## config.mk

```make
export PLATFORM = sky130hd
export DESIGN_NAME = aes_ctx_sched
export DESIGN_NICKNAME = d
export VERILOG_FILES = /design/src/rtl/aes_sched_pkg.sv /design/src/rtl/rr_arbiter.sv /design/src/rtl/aes_ctx_sched.sv
export SDC_FILE = /design/constraint.sdc
export NUM_CORES = 2
export LEC_CHECK = 0
export ABC_AREA = 1
export BUFFER_PORTS_ARGS = -buffer_cell sky130_fd_sc_hd__buf_4
export CORE_ASPECT_RATIO = 0.6
export CORE_MARGIN = 1
export CORE_UTILIZATION = 65
export DETAILED_ROUTE_END_ITERATION = 8
export PLACE_DENSITY_LB_ADDON = 0.08
export SYNTH_ARGS = -nofsm -noshare
export SYNTH_HDL_FRONTEND = slang
export SYNTH_SLANG_ARGS = --single-unit
```

## constraint.sdc

```tcl
create_clock -name clk -period 12.4 [get_ports clk]
set_input_delay 0 -clock clk [delete_from_list [all_inputs] [get_ports clk]]
set_output_delay 0 -clock clk [all_outputs]
set_load 0.005 [all_outputs]
```

## src/rtl/aes_sched_pkg.sv

```systemverilog
// Shared types and constants for the multi-context AES keystream scheduler.
// Register offsets, soft-register bus bundles and the issue bundle.
package aes_sched_pkg;

  localparam int NUM_CTX  = 4;
  localparam int CREDITS  = 32;
  localparam int CTX_W    = $clog2(NUM_CTX);
  localparam int CREDIT_W = 7;
  localparam int WORDS_W  = 34;
  localparam int SEQ_W    = 32;
  localparam int ISSUED_W = 48;
  localparam int KEY_W    = 256;

  localparam logic [2:0] REG_KEY0   = 3'd0;
  localparam logic [2:0] REG_KEY1   = 3'd1;
  localparam logic [2:0] REG_KEY2   = 3'd2;
  localparam logic [2:0] REG_KEY3   = 3'd3;
  localparam logic [2:0] REG_WORDS  = 3'd4;
  localparam logic [2:0] REG_ISSUED = 3'd5;
  localparam logic [2:0] REG_STAT   = 3'd6;
  localparam logic [2:0] REG_CLR    = 3'd7;

  localparam logic [CREDIT_W-1:0] CREDIT_MAX =
    CREDIT_W'(CREDITS);

  typedef struct packed {
    logic        valid;
    logic        isWrite;
    logic [31:0] addr;
    logic [63:0] data;
  } SoftRegReq;

  typedef struct packed {
    logic        valid;
    logic [63:0] data;
  } SoftRegResp;

  typedef struct packed {
    logic [CTX_W-1:0] ctx;
    logic [SEQ_W-1:0] seq;
    logic [KEY_W-1:0] key;
  } aes_issue_t;

  function automatic logic [63:0] stat_word(
    input logic                ovf,
    input logic                kerr,
    input logic [CREDIT_W-1:0] credit
  );
    return 64'({ovf, kerr, credit});
  endfunction

endpackage

```

## src/rtl/rr_arbiter.sv

```systemverilog
// Combinational round-robin arbiter; the caller owns the pointer register.
// Search starts at ptr and wraps; N must be a power of two.
module rr_arbiter #(
  parameter int N = 4
) (
  input  logic [N-1:0]         req,
  input  logic [$clog2(N)-1:0] ptr,
  output logic [N-1:0]         gnt,
  output logic [$clog2(N)-1:0] gnt_idx
);

  localparam int W = $clog2(N);

  logic         w_found;
  logic [W-1:0] w_idx;

  always_comb begin
    gnt     = '0;
    gnt_idx = '0;
    w_found = 1'b0;
    w_idx   = '0;
    for (int i = 0; i < N; i++) begin
      w_idx = ptr + W'(i);
      if (!w_found && req[w_idx]) begin
        w_found = 1'b1;
        gnt_idx = w_idx;
      end
    end
    if (w_found) gnt = N'(1) << gnt_idx;
  end

endmodule

```

## src/rtl/aes_ctx_sched.sv

```systemverilog
// Time-shares one AES-256 keystream pipeline between tenant contexts.
// Per-context key/words/seq/credit state, round-robin issue, credit return.
module aes_ctx_sched
  import aes_sched_pkg::*;
(
  input  logic               clk,
  input  logic               rst,
  input  SoftRegReq          softreg_req,
  output SoftRegResp         softreg_resp,
  input  logic               issue_ready,
  output logic               issue_valid,
  output logic [CTX_W-1:0]   issue_ctx,
  output logic [SEQ_W-1:0]   issue_seq,
  output logic [KEY_W-1:0]   issue_key,
  input  logic               consume_valid,
  input  logic [CTX_W-1:0]   consume_ctx,
  output logic [NUM_CTX-1:0] busy
);

  logic [KEY_W-1:0]    r_key    [NUM_CTX];
  logic [WORDS_W-1:0]  r_words  [NUM_CTX];
  logic [SEQ_W-1:0]    r_seq    [NUM_CTX];
  logic [ISSUED_W-1:0] r_issued [NUM_CTX];
  logic [CREDIT_W-1:0] r_credit [NUM_CTX];
  logic [NUM_CTX-1:0]  r_err_ovf;
  logic [NUM_CTX-1:0]  r_err_key;
  logic [CTX_W-1:0]    r_rr_ptr;
  logic                r_iss_valid;
  aes_issue_t          r_iss;
  SoftRegResp          r_resp;

  logic               w_map;
  logic               w_wr;
  logic               w_rd;
  logic [CTX_W-1:0]   w_rctx;
  logic [2:0]         w_reg;
  logic [NUM_CTX-1:0] w_sel;
  logic [NUM_CTX-1:0] w_words_wr;
  logic [NUM_CTX-1:0] w_key_wr;
  logic [NUM_CTX-1:0] w_clr_wr;
  logic [NUM_CTX-1:0] w_busy;
  logic [NUM_CTX-1:0] w_req;
  logic [NUM_CTX-1:0] w_cons;
  logic [NUM_CTX-1:0] w_gnt;
  logic [CTX_W-1:0]   w_gnt_idx;
  logic               w_any;
  logic [63:0]        w_rdata;

  assign w_reg  = softreg_req.addr[5:3];
  assign w_rctx = softreg_req.addr[6 +: CTX_W];
  assign w_map  = !softreg_req.addr[8] &&
                  ((softreg_req.addr >> (6 + CTX_W)) == 32'd0);
  assign w_wr   = softreg_req.valid && softreg_req.isWrite && w_map;
  assign w_rd   = softreg_req.valid && !softreg_req.isWrite;

  // A words reload masks that context's request so the reload wins.
  always_comb begin
    for (int c = 0; c < NUM_CTX; c++) begin
      w_sel[c]      = (w_rctx == CTX_W'(c));
      w_words_wr[c] = w_wr && w_sel[c] && (w_reg == REG_WORDS);
      w_key_wr[c]   = w_wr && w_sel[c] && !w_reg[2];
      w_clr_wr[c]   = w_wr && w_sel[c] && (w_reg == REG_CLR);
      w_busy[c]     = (r_words[c] != '0) ||
                      (r_credit[c] != CREDIT_MAX);
      w_req[c]      = issue_ready && (r_words[c] != '0) &&
                      (r_credit[c] != '0) && !w_words_wr[c];
      w_cons[c]     = consume_valid &&
                      (consume_ctx == CTX_W'(c));
    end
  end

  rr_arbiter #(
    .N(NUM_CTX)
  ) u_arb (
    .req     (w_req),
    .ptr     (r_rr_ptr),
    .gnt     (w_gnt),
    .gnt_idx (w_gnt_idx)
  );

  assign w_any = |w_gnt;

  always_comb begin
    w_rdata = '0;
    if (w_map) begin
      case (w_reg)
        REG_WORDS:  w_rdata = 64'(r_words[w_rctx]);
        REG_ISSUED: w_rdata = 64'(r_issued[w_rctx]);
        REG_STAT:   w_rdata = stat_word(r_err_ovf[w_rctx],
                                        r_err_key[w_rctx],
                                        r_credit[w_rctx]);
        default:    w_rdata = '0;
      endcase
    end
  end

  always_ff @(posedge clk) begin
    if (rst) begin
      for (int c = 0; c < NUM_CTX; c++) begin
        r_key[c]    <= '0;
        r_words[c]  <= '0;
        r_seq[c]    <= '0;
        r_issued[c] <= '0;
        r_credit[c] <= CREDIT_MAX;
      end
      r_err_ovf <= '0;
      r_err_key <= '0;
    end else begin
      for (int c = 0; c < NUM_CTX; c++) begin
        if (w_words_wr[c]) begin
          r_words[c] <= softreg_req.data[WORDS_W-1:0];
          r_seq[c]   <= '0;
        end else if (w_gnt[c]) begin
          r_words[c] <= r_words[c] - 1'b1;
          r_seq[c]   <= r_seq[c] + 1'b1;
        end
        if (w_gnt[c])
          r_issued[c] <= r_issued[c] + 1'b1;
        if (w_clr_wr[c]) begin
          r_err_ovf[c] <= 1'b0;
          r_err_key[c] <= 1'b0;
        end
        // Keys stay frozen while any block of this context is in flight.
        if (w_key_wr[c]) begin
          if (w_busy[c])
            r_err_key[c] <= 1'b1;
          else
            r_key[c][{w_reg[1:0], 6'b0} +: 64] <=
              softreg_req.data;
        end
        if (w_gnt[c] && !w_cons[c]) begin
          r_credit[c] <= r_credit[c] - 1'b1;
        end else if (!w_gnt[c] && w_cons[c]) begin
          if (r_credit[c] == CREDIT_MAX)
            r_err_ovf[c] <= 1'b1;
          else
            r_credit[c] <= r_credit[c] + 1'b1;
        end
      end
    end
  end

  always_ff @(posedge clk) begin
    if (rst) begin
      r_rr_ptr    <= '0;
      r_iss_valid <= 1'b0;
      r_iss       <= '0;
      r_resp      <= '0;
    end else begin
      r_iss_valid <= w_any;
      if (w_any) begin
        r_rr_ptr <= w_gnt_idx + 1'b1;
        r_iss    <= '{ctx: w_gnt_idx,
                      seq: r_seq[w_gnt_idx],
                      key: r_key[w_gnt_idx]};
      end
      r_resp.valid <= w_rd;
      r_resp.data  <= w_rd ? w_rdata : '0;
    end
  end

  assign issue_valid  = r_iss_valid;
  assign issue_ctx    = r_iss.ctx;
  assign issue_seq    = r_iss.seq;
  assign issue_key    = r_iss.key;
  assign softreg_resp = r_resp;
  assign busy         = w_busy;

endmodule

```

---- Yosys cells after proc, flatten, opt, wreduce, memory -nomap -nowiden ----
Memory sizes are Yosys's and may differ from the RTL's. A register that Yosys moved wholly into a read port is not among the register bits.
Cells that the tools add are included.
word-level totals
  flip-flop bits (word level) ............. 78
  bits in writable memories ............... 1508
  bits of input ports ..................... 104
  output and inout port bits .............. 360
  word-level logic and storage cells ...... 2387
  memories ................................ 5
memories
  memory    words  width  rd ports  clocked after memory_dff  write ports  RTL line             source
  r_key     4      256    1         1                         4            aes_ctx_sched.sv:20  logic [KEY_W-1:0] r_key [NUM_CTX];
  r_issued  4      48     5         0                         4            aes_ctx_sched.sv:23  logic [ISSUED_W-1:0] r_issued [NUM_CTX];
  r_words   4      34     5         0                         4            aes_ctx_sched.sv:21  logic [WORDS_W-1:0] r_words [NUM_CTX];
  r_seq     4      32     5         1                         4            aes_ctx_sched.sv:22  logic [SEQ_W-1:0] r_seq [NUM_CTX];
  r_credit  4      7      5         0                         4            aes_ctx_sched.sv:24  logic [CREDIT_W-1:0] r_credit [NUM_CTX];
cells by class
  add/subtract/negate cells ............... 25
  order comparisons ....................... 5
  equal/unequal tests ..................... 18
  shift-type cells ........................ 3
  muxes and demuxes ....................... 1188
  bitwise logic cells ..................... 1054
  reductions and logical operators ........ 82
operators with widths
  cell                       number
  $mux 1                     1144
  $or 1x1->1                 1052
  $mux 256                   4
  $mux 34                    8
  $mux 32                    8
  $shift 64x10->256 const A  1
  $shiftx 64x10->256         1
  $add 48x1->48 const B      4
  $mux 48                    4
  $pmux 48 s3                1
  $reduce_bool 34->1         4
  $sub 34x1->34 const B      4
  $add 32x1->32 const B      4
  $mux 7                     8
  $logic_and 1x1->1          47
  $logic_not 32->1           1
  $add 7x1->7 const B        4
  $eq 7x6->1 const B         4
  $ne 7x6->1 const B         4
  $reduce_bool 7->1          4
  $sub 7x1->7 const B        4
  $logic_not 1->1            18
  $lt 2x3->1 const B         5
  $bmux 1 s2                 6
  14 further kinds           31

---- Longest topological paths before layout ----
  depth after elaboration ................. 28
  mapped depth ............................ 33
  gate-level depth less buffers ........... 31

---- Modules after synthesis ----
Synthesis repeated with hierarchy kept, for this count alone.
second synthesis, totals
  cell total of the unflattened synthesis .. 10501
  area total of the unflattened synthesis .. 92663.9 um^2
modules (own cells, without submodules)
  module         instances  cells each  area an instance (um^2)  sequential area each (um^2)
  aes_ctx_sched  1          10426       92353.6                  52290.2
  rr_arbiter     1          75          310.3                    0.0

---- Worst setup path before layout ----
No wires, ideal clock.
  path kind ............................... register -> register
  from .................................... memory r_words[0][0]
  to ...................................... memory r_key[0][0], enable pin
  library setup time ...................... 0.574 ns
  arrival time ............................ 6.242 ns
  data required time ...................... 11.826 ns
  path slack .............................. 5.583 ns
  stages on the path, launching flop included .. 12
  buffers on the path ..................... 1
  period minus slack after synthesis ...... 6.817 ns
  cells stage by stage .................... edfxtp_1 -> inv_1 -> ha_1 -> nand2_2 -> nor2_4 -> nand2_2 -> nor2_4 -> nand3_1 -> inv_1 -> nand3_1 -> clkbuf_1 -> o21ai_0
RTL lines
  item             RTL line
  start, declared  aes_ctx_sched.sv:21
  end, declared    aes_ctx_sched.sv:20

==> metrics <==
first-pass GRT wire length 449 mm; Via density 6.08; dpl cells 12600; Post-route DRC 0; CP endpoint kind flop; Reg clk slew, reported paths 70 ps; critical path required time 12940 ps; power share of the combinational group 40.5%; Core Box Area 140000 sq um; Psw 10.8 mW; Syn Area/Cell 8.56 sq um; clk buf depth 3; post-layout instance area 103000 sq um; Worst setup startpoint softreg_req[77]; P_int 13.8 mW; CP delay by family, top simple AND/OR/NAND/NOR gates; Syn. warnings 0; RSZ-0062 raised after global routing no; Synth area leaders edfxtp_1, nand2_1, nor2_1; setup ws final 5160 ps; detailed-route via count 79100; max-slew violations 0; min cycle time layout 7240 ps; CTS tree done; Layout area overhead 11.8%; share of layout cells above drive strength 1 8.43%; VDD IR max 0.000713 V; DIE WIDTH 487 um; clock root buffer clkbuf_16; final setup vio count 0; setup TNS 0 ps; Area after DPL 96000 sq um; post-synth top area share 49.4%; period utilisation layout 58.4%; Setup CP Type input pin to flop; DR pass1 iterations 8; f_max 138 MHz; sequential power share 37.8%; Sw Share 43.8%; Port-buffer cells 444; Worst-Skew Late Latency 830 ps; Worst-Margin Slew 1430 ps; routed len/inst 23.5 um; Post-synth ARST share 0%; # Post-CTS Setup Buffers 0; worst path arrival time 7780 ps; final hold slack 121 ps; PwrDens 240 nW/um^2; reg-to-reg setup timing slack 5430 ps; antenna-violating nets left 0; Yosys reg bits 1858; fin nets 11100; leading cell type in the layout, fill and taps excluded nand2_1; Post-synth EDFFs 1508; post-synthesis instance total 10700; critical path peak fanout 90; worst slack at placement 5430 ps; Top FF cell, synth edfxtp_1; Synth cell types 59; Reg2Reg Depth 29; wl on met1 114 mm; met2 WL 126 mm; Top Layer Used met5; Num CTS Buffers 170; # hold bufs at CTS 94; clock power share 21.6%; sequential fraction of the synthesis area 57.0%; Clock Skew 34.1 ps; gr ovfl total 0; Worst Hold Launch softreg_req[88]; Ports 464; Crit-path slowest cell nand2_8; Starting Density 65.6%; DPL Wire Length 190 mm; Worst Hold Class input pin to flop; Placer Congestion 0.996; Total Power 24.6 mW; Final Non-Filler Cells 13000; # Max-Cap Violations 0; CP Buf/Inv Count 6; initial antenna violation count 23; Slew HR 3.36%; most frequent cells in the layout nand2_1, nor2_1, edfxtp_1; Worst path max stage delay 660 ps; CTS H-Tree Depth 4; reg2reg end r_credit[1][6]$_SDFFCE_PN0P_; Die Footprint 143000 sq um; utilization after layout 73.4%; outcome completed; metal3 WL 50.9 mm; r2r startpoint r_words[1][0]$_SDFFCE_PN0P_; cell area after synthesis 91700 sq um; drt total wl 305 mm; DIE HEIGHT 293 um; hold endpoint softreg_resp[2]$_SDFF_PP0_; endpoints failing hold 0; largest area contributor in the netlist edfxtp_1; Post-CTS Resized 0; row cnt 106; overall routing resource usage 42.1%; LEAKAGE 42.3 nW; Hold Crit Depth 8; Initial DRC Count 11900; largest net degree at the start of global routing 227; clk sinks 1858; vias in the first global route 73900; CP Launch Type input pin
layer usage:
layer / up-vias / track usage [%]
met1: 36900 / 58.3
met3: 812 / 15.7
met4: 32 / 19.2
met5: - / 0
li1: 35600 / -
met2: 5685 / 58.7
tightest hold or removal path: stages:
cell and delay [ps]:
buf_4 80, nor2_1 30, nand2_1 40, nor2_1 30
nand2_1 360, nor2_4 150, o311ai_0 130, inv_1 70
state kept, by name (all words and copies together), names as in the netlist, 4 cells and up:
name	cells
softreg_resp	49
issue_seq	32
r_words	136
issue_key	256
r_key	1024
r_seq	128
r_issued	192
r_err_ovf	4
r_err_key	4
r_credit	28
cell families (layout without fill, tap and decap cells):
group	after synthesis	count (layout)	share of synthesized area [%]
buffers and inverters	1560	1932	6.85
AOI/OAI and AO/OA	1042	1042	6.50
and+or+nand+nor	6003	6003	27.0
adders and majority gates	46	46	0.652
xor gates and xnor gates	201	201	1.92
DFF	1858	1858	57.0
other	1	35	0.00409
Yosys cell counts (92+ instances only):
master       n
nand2_1   2911
nor3_1     238
inv_1      970
dfxtp_1    350
nand3_1    589
xor2_1     159
o21ai_0    471
clkbuf_1   290
nor2_1    1885
o21bai_1   112
buf_2      164
a21oi_1    224
edfxtp_1  1508
o22ai_1     92
worst max path at each step:
stage	end	slack (ps)	depth (start not counted)
6_report	r_credit[1][6]$_SDFFCE_PN0P_	5160	28
5_1_grt	r_credit[1][6]$_SDFFCE_PN0P_	4820	28
4_1_cts	r_credit[1][6]$_SDFFCE_PN0P_	5460	28
3_5_place_dp	r_credit[1][6]$_SDFFCE_PN0P_	5430	26
3_3_place_gp	r_credit[1][6]$_SDFFCE_PN0P_	5610	26
2_1_floorplan	r_key[0][0]$_SDFFCE_PN0P_	5580	11
power groups by stage:
stage | sequential, mW | combinational (mW) | clock [mW]
finish | 9.32 | 9.99 | 5.33
global route | 9.43 | 10.8 | 5.54
CTS | 9.26 | 9.70 | 5.30
detailed placement | 9.37 | 9.60 | 0
global placement | 9.34 | 9.37 | 0
floorplan | 9.07 | 6.52 | 0
area by class of cell:
| class | count | area (sq um) |
|---|---|---|
| clock inverter | 84 | 661 |
| multi-input combinational | 7308 | 33600 |
| fill | 10300 | 37100 |
| sequential | 1858 | 52300 |
| clock buffer | 233 | 4840 |
| antenna | 19 | 47.5 |
| tap | 1890 | 2360 |
| inverter | 986 | 3720 |
| timing repair buffer | 629 | 5020 |
Note: power is estimated with default switching activity, not from simulation.
